## src/rtl/range_reader_if.sv

```systemverilog
// Result stream from range_reader: one (n, count) pair per valid/ready handshake.
interface range_reader_if;
    logic        out_valid;
    logic        out_ready;
    logic [31:0] out_n;
    logic [15:0] out_count;
    logic        out_last;

    modport master (output out_valid, out_n, out_count, out_last, input out_ready);
    modport slave  (input out_valid, out_n, out_count, out_last, output out_ready);
endinterface

```

## src/rtl/range_reader.sv

```systemverilog
// Sequencer for the Collatz `range` block: launches a sweep, waits for done,
// reads the RAM back and streams (n, count) pairs while tracking the maximum.
module range_reader #(
    parameter int RAM_WORDS     = 16,
    parameter int RAM_ADDR_BITS = 4,
    parameter int TIMEOUT_BITS  = 24
) (
    input  logic                 clk,
    input  logic                 reset,
    input  logic                 req,
    input  logic [31:0]          base,
    output logic                 busy,
    output logic                 rg_go,
    output logic [31:0]          rg_start,
    input  logic                 rg_done,
    input  logic [15:0]          rg_count,
    range_reader_if.master       res,
    output logic [31:0]          max_n,
    output logic [15:0]          max_count,
    output logic                 sweep_done,
    output logic                 timeout
);
    typedef enum logic [2:0] {IDLE, LAUNCH, WAIT, ADDR, FETCH, PRESENT} state_t;

    // Counter value whose increment reaches all-ones: that WAIT cycle is the last one.
    localparam logic [TIMEOUT_BITS-1:0] CNT_LAST = {{(TIMEOUT_BITS-1){1'b1}}, 1'b0};
    localparam logic [RAM_ADDR_BITS-1:0] IDX_LAST = RAM_ADDR_BITS'(RAM_WORDS - 1);

    state_t                   state, state_nxt;
    logic [31:0]              base_q;
    logic [TIMEOUT_BITS-1:0]  cnt;
    logic [RAM_ADDR_BITS-1:0] index;
    logic [31:0]              cur_n;

    assign cur_n = base_q + 32'(index);

    always_ff @(posedge clk) begin
        if (reset) state <= IDLE;
        else       state <= state_nxt;
    end

    always_comb begin
        state_nxt = state;
        case (state)
            IDLE:    if (req) state_nxt = LAUNCH;
            LAUNCH:  state_nxt = WAIT;
            WAIT: begin
                if (rg_done)              state_nxt = ADDR;
                else if (cnt == CNT_LAST) state_nxt = IDLE;
            end
            ADDR:    state_nxt = FETCH;
            FETCH:   state_nxt = PRESENT;
            PRESENT: if (res.out_ready) state_nxt = res.out_last ? IDLE : ADDR;
            default: state_nxt = IDLE;
        endcase
    end

    always_comb begin
        busy          = (state != IDLE);
        rg_go         = (state == LAUNCH);
        res.out_valid = (state == PRESENT);
        rg_start      = '0;
        case (state)
            // `range` compares start while running, so it stays put through WAIT.
            LAUNCH, WAIT: rg_start = base_q;
            ADDR, FETCH:  rg_start = 32'(index);
            default:      rg_start = '0;
        endcase
    end

    always_ff @(posedge clk) begin
        if (state == IDLE && req) base_q <= base;
        if (state == LAUNCH)     cnt <= '0;
        else if (state == WAIT)  cnt <= cnt + 1'b1;
    end

    always_ff @(posedge clk) begin
        if (reset) begin
            index         <= '0;
            res.out_n     <= '0;
            res.out_count <= '0;
            res.out_last  <= 1'b0;
            max_n         <= '0;
            max_count     <= '0;
            sweep_done    <= 1'b0;
            timeout       <= 1'b0;
        end else begin
            sweep_done <= 1'b0;
            case (state)
                IDLE: if (req) begin
                    max_n     <= '0;
                    max_count <= '0;
                    timeout   <= 1'b0;
                end
                WAIT: begin
                    if (rg_done)              index   <= '0;
                    else if (cnt == CNT_LAST) timeout <= 1'b1;
                end
                FETCH: begin
                    res.out_count <= rg_count;
                    res.out_n     <= cur_n;
                    res.out_last  <= (index == IDX_LAST);
                    // Strictly greater: ties keep the earliest n.
                    if (rg_count > max_count) begin
                        max_count <= rg_count;
                        max_n     <= cur_n;
                    end
                end
                PRESENT: if (res.out_ready) begin
                    if (res.out_last) sweep_done <= 1'b1;
                    else              index      <= index + 1'b1;
                end
                default: ;
            endcase
        end
    end
endmodule

```

## src/flat_wrapper.sv

```systemverilog
// flat-port wrapper written by rule: the top's interface ports become plain ports
module range_reader_flat 
#(
    parameter int RAM_WORDS     = 16,
    parameter int RAM_ADDR_BITS = 4,
    parameter int TIMEOUT_BITS  = 24
)
  (clk, reset, req, base, busy, rg_go, rg_start, rg_done, rg_count, max_n, max_count, sweep_done, timeout, res_out_valid, res_out_n, res_out_count, res_out_last, res_out_ready);
  range_reader_if res_i ();
  input  logic clk;
  input  logic reset;
  input  logic req;
  input  logic [31:0] base;
  output logic busy;
  output logic rg_go;
  output logic [31:0] rg_start;
  input  logic rg_done;
  input  logic [15:0] rg_count;
  output logic [31:0] max_n;
  output logic [15:0] max_count;
  output logic sweep_done;
  output logic timeout;
  output wire logic [$bits(res_i.out_valid)-1:0] res_out_valid;
  output wire logic [$bits(res_i.out_n)-1:0] res_out_n;
  output wire logic [$bits(res_i.out_count)-1:0] res_out_count;
  output wire logic [$bits(res_i.out_last)-1:0] res_out_last;
  input wire logic [$bits(res_i.out_ready)-1:0] res_out_ready;
  assign res_out_valid = res_i.out_valid;
  assign res_out_n = res_i.out_n;
  assign res_out_count = res_i.out_count;
  assign res_out_last = res_i.out_last;
  assign res_i.out_ready = res_out_ready;
  range_reader #(.RAM_WORDS(RAM_WORDS), .RAM_ADDR_BITS(RAM_ADDR_BITS), .TIMEOUT_BITS(TIMEOUT_BITS)) u_core (.clk(clk), .reset(reset), .req(req), .base(base), .busy(busy), .rg_go(rg_go), .rg_start(rg_start), .rg_done(rg_done), .rg_count(rg_count), .res(res_i), .max_n(max_n), .max_count(max_count), .sweep_done(sweep_done), .timeout(timeout));
endmodule
```

## config.mk

```make
export PLATFORM = sky130hd
export DESIGN_NAME = range_reader_flat
export DESIGN_NICKNAME = d
export VERILOG_FILES = /design/src/rtl/range_reader_if.sv /design/src/rtl/range_reader.sv /design/src/flat_wrapper.sv
export SDC_FILE = /design/constraint.sdc
export NUM_CORES = 1
export LEC_CHECK = 0
export ABC_AREA = 1
export CAP_MARGIN = 20
export CORE_UTILIZATION = 40
export DETAILED_ROUTE_END_ITERATION = 12
export PLACE_DENSITY = 0.69
export SYNTH_ARGS = -nofsm -noshare
export SYNTH_HDL_FRONTEND = slang
export SYNTH_SLANG_ARGS = --single-unit
export TNS_END_PERCENT = 30
```

## constraint.sdc

```tcl
create_clock -name clk -period 1.9 [get_ports clk]
set_input_delay 0.475 -clock clk [delete_from_list [all_inputs] [get_ports clk]]
set_output_delay 0.475 -clock clk [all_outputs]
set_load 0.1 [all_outputs]
```

==> flow_summary_export.csv <==
group,metric,value,unit
timing,maxSlewHeadroom,57.5,%
floorplanning,die-area,20400,sq um
placed_design,dpl.hpwl,18000,um
outcome,violations,"setup timing",
yosys,synthesis.area,7920,sq um
worst_setup_path,critPathArrivalTime,1.75,ns
clock_network,cts_max_level,4,
pwr,powerDensity,1270,nW/um^2
timing,final_hold_viol_count,0,
drt,dr.pass1.iters,5,
floorplanning,core,19500,sq um
worst_setup_path,critPathCaptureType,"output port",
yosys,synth_top_area_cell,"dfxtp_1",
floorplanning,io-pin-count,187,
outcome,status,"finished, violations left",
clock_network,ctsHoldBuffers,0,
drt,drt-total-wl,25000,um
job,max_cap_violations,0,
yosys,async_flop_share,0,%
yosys,ys_warn_count,0,
floorplanning,dieWidth,143,um
final_layout,nets,1405,
yosys,synth_most_common_cell,"nand2_1",
floorplanning,initial_utilization,40.7,%
clock_network,clock_insertion_delay_worst_skew,0.43,ns
yosys,synth_top_area_share,32.9,%
clock_network,clk_path_buf_depth,2,
placed_design,portBuffers,186,
grt,antenna_found_initial,0,
grt,grt_use_total,25.0,%
drt,drc,0,
yosys,yosys-top-cells-area,"dfxtp_1 (33%), nand2_1 (14%), edfxtp_1 (12%)",
timing,whs,0.431,ns
drt,postRouteAntennaNets,0,
worst_setup_path,reg2regPathDepth,11,
clock_network,cts_tree,"done",
yosys,synth_enable_flop_cells,32,
grt,grt_pass1_wl,39300,um
timing,worst_slack,-0.328,ns
clock_network,cts_made_buffers,17,
hold_path,worstHoldPathCells,3,
yosys,syn_inst,1092,
final_layout,drive_above_1_share,28.7,%
worst_setup_path,critical_path_class,"reg -> out",
timing,worstMarginPinSlew,0.637,ns
timing,fin_crit,2.23,ns
clock_network,clock_sinks,162,
final_layout,diodes,0,
placed_design,dp.cells,1559,
timing,fmax,449,MHz
worst_setup_path,worst_path_max_delay_cell,"dfxtp_4",
drt,vias,7999,
yosys,ys_ff_latch,162,
pwr,leakagePower,5.48,nW
worst_setup_path,critPathMaxFanout,6,
yosys,syn_nets,1169,
timing,slew_violations,0,
final_layout,finalNonFillerCells,1606,
hold_path,hold_class,"in -> reg",
drt,drt_first_iter_violations,452,
drt,wire_per_inst,15.6,um
clock_network,clk_pin_slew,0.07,ns
grt,grt_pass1_vias,7807,
timing,setup_viol,56,
timing,fin_skew,0.0110,ns
yosys,synth_common_cells,"nand2_1 (297), nor2_1 (186), dfxtp_1 (130)",
worst_setup_path,slowest_delay,0.36,ns
yosys,synth_ff_type,"dfxtp_1",
drt,avgViaCountPerCell,4.98,
final_layout,area_growth_syn_to_layout,66.1,%
yosys,synth.avg_cell_area,7.25,sq um
placed_design,dp_slack,-0.683,ns
timing,period_share,117,%
worst_setup_path,startpoint_type,"register",
grt,grt_max_degree,51,
pwr,total_power,16.8,mW
yosys,ys_seq_area_share,45.0,%
floorplanning,die_h,143,um
worst_setup_path,crit_chain,"nor3_4, inv_2, nand2_4, inv_8, buf_8, nor2_4, buf_12",
grt,grt_overflow,0,
pwr,peakVddDrop,969,uV
timing,rsz0062_at_grt,"true",
floorplanning,rows,51,
yosys,ys_types,44,
worst_setup_path,worstPathRequired,1.42,ns
placed_design,gp_congestion,0.887,
clock_network,root_buffer,"clkbuf_16",
report_power, final:
| group | switching [mW] | leakage (nW) | internal (mW) | total [mW] |
|---|---|---|---|---|
| clock | 1.56 | 0.282 | 1.92 | 3.48 |
| combinational | 5.64 | 3.82 | 3.14 | 8.78 |
| sequential | 0.488 | 1.37 | 4.01 | 4.50 |
| total | 7.69 | 5.48 | 9.07 | 16.8 |
flip-flops by register name, summed over array words and instances (netlist names):
signal / count
u_core.base_q: 32
u_core.res.out_count: 16
u_core.max_n: 32
u_core.max_count: 16
u_core.res.out_last: 1
u_core.timeout: 1
u_core.index: 4
u_core.cnt: 24
u_core.res.out_n: 32
u_core.sweep_done: 1
u_core.state: 3
timing repair:
item / 4_1_cts / 5_1_grt
pin swaps: 26 / 9
resized for setup: 71 / 38
cloned: 0 / 1
setup endpoints to repair: 98 / 117
buffers inserted: 14 / 4
logic make-up (layout without fill, tap and decap cells):
group	count (synthesis)	after routing	synth area share (%)
adders and majority gates	24	24	3.89
DFF	162	162	45.0
xor gates and xnor gates	9	9	0.995
and+or+nand+nor	604	604	32.7
buffers and inverters	150	399	7.77
AOI/OAI and AO/OA	143	143	9.70
layout by cell type, fill, tap and decap left out, drive strengths merged, types with 7 or more instances in the layout:
cell type,Yosys,routed
nand2,299,299
buf,24,206
nor2,193,193
dfxtp,130,130
inv,108,116
a21oi,96,96
nand3,61,61
clkdlybuf4s50,0,40
edfxtp,32,32
o21ai,29,29
ha,23,23
clkbuf,17,19
nand3b,17,17
nor3,17,17
a21boi,12,12
nand4,10,10
xor2,7,7
dlygate4sd2,0,7
routing by layer:
metal | GRT usage, % | wire (um) | up-vias
met5 | 0 | 0 | -
met4 | 8.09 | 495 | 0
met3 | 6.20 | 1590 | 36
met2 | 43.6 | 12400 | 280
met1 | 30.0 | 10500 | 3703
li1 | - | - | 3980
stage by stage:
stage | util, % | setup TNS, ns | area, sq um
global placement | 62.3 | -29.41 | 12100
global route | 67.6 | -17.48 | 13200
finish | 67.6 | -10.06 | 13200
CTS | 66.8 | -10.65 | 13000
floorplan | - | -7.94 | 8310
detailed placement | 62.3 | -30.93 | 12100
final timing paths:
kind,startpoint,endpoint,slack (ns)
setup / recovery,u_core.state[2],rg_start[13],-0.33
hold / removal,rg_count[13],u_core.res.out_count[13],0.43
setup reg to reg,u_core.base_q[0],u_core.max_n[24],-0.10
hold reg to reg,u_core.cnt[20],u_core.cnt[20],0.50
layout make-up:
class | count | area [sq um]
Clock buffer | 18 | 450
Clock inverter | 14 | 139
Fill cell | 1502 | 6310
Inverter | 109 | 422
Multi-Input combinational cell | 780 | 4270
Sequential cell | 162 | 3630
Tap cell | 265 | 332
Timing Repair Buffer | 258 | 3910
critical path, delay by kind of cell, from the launching register on:
family	cells	cell delay (ns)
buf+inv	4	0.48
flops	1	0.36
simple gates	3	0.48
No activity file was read; power rests on OpenSTA's default activity.
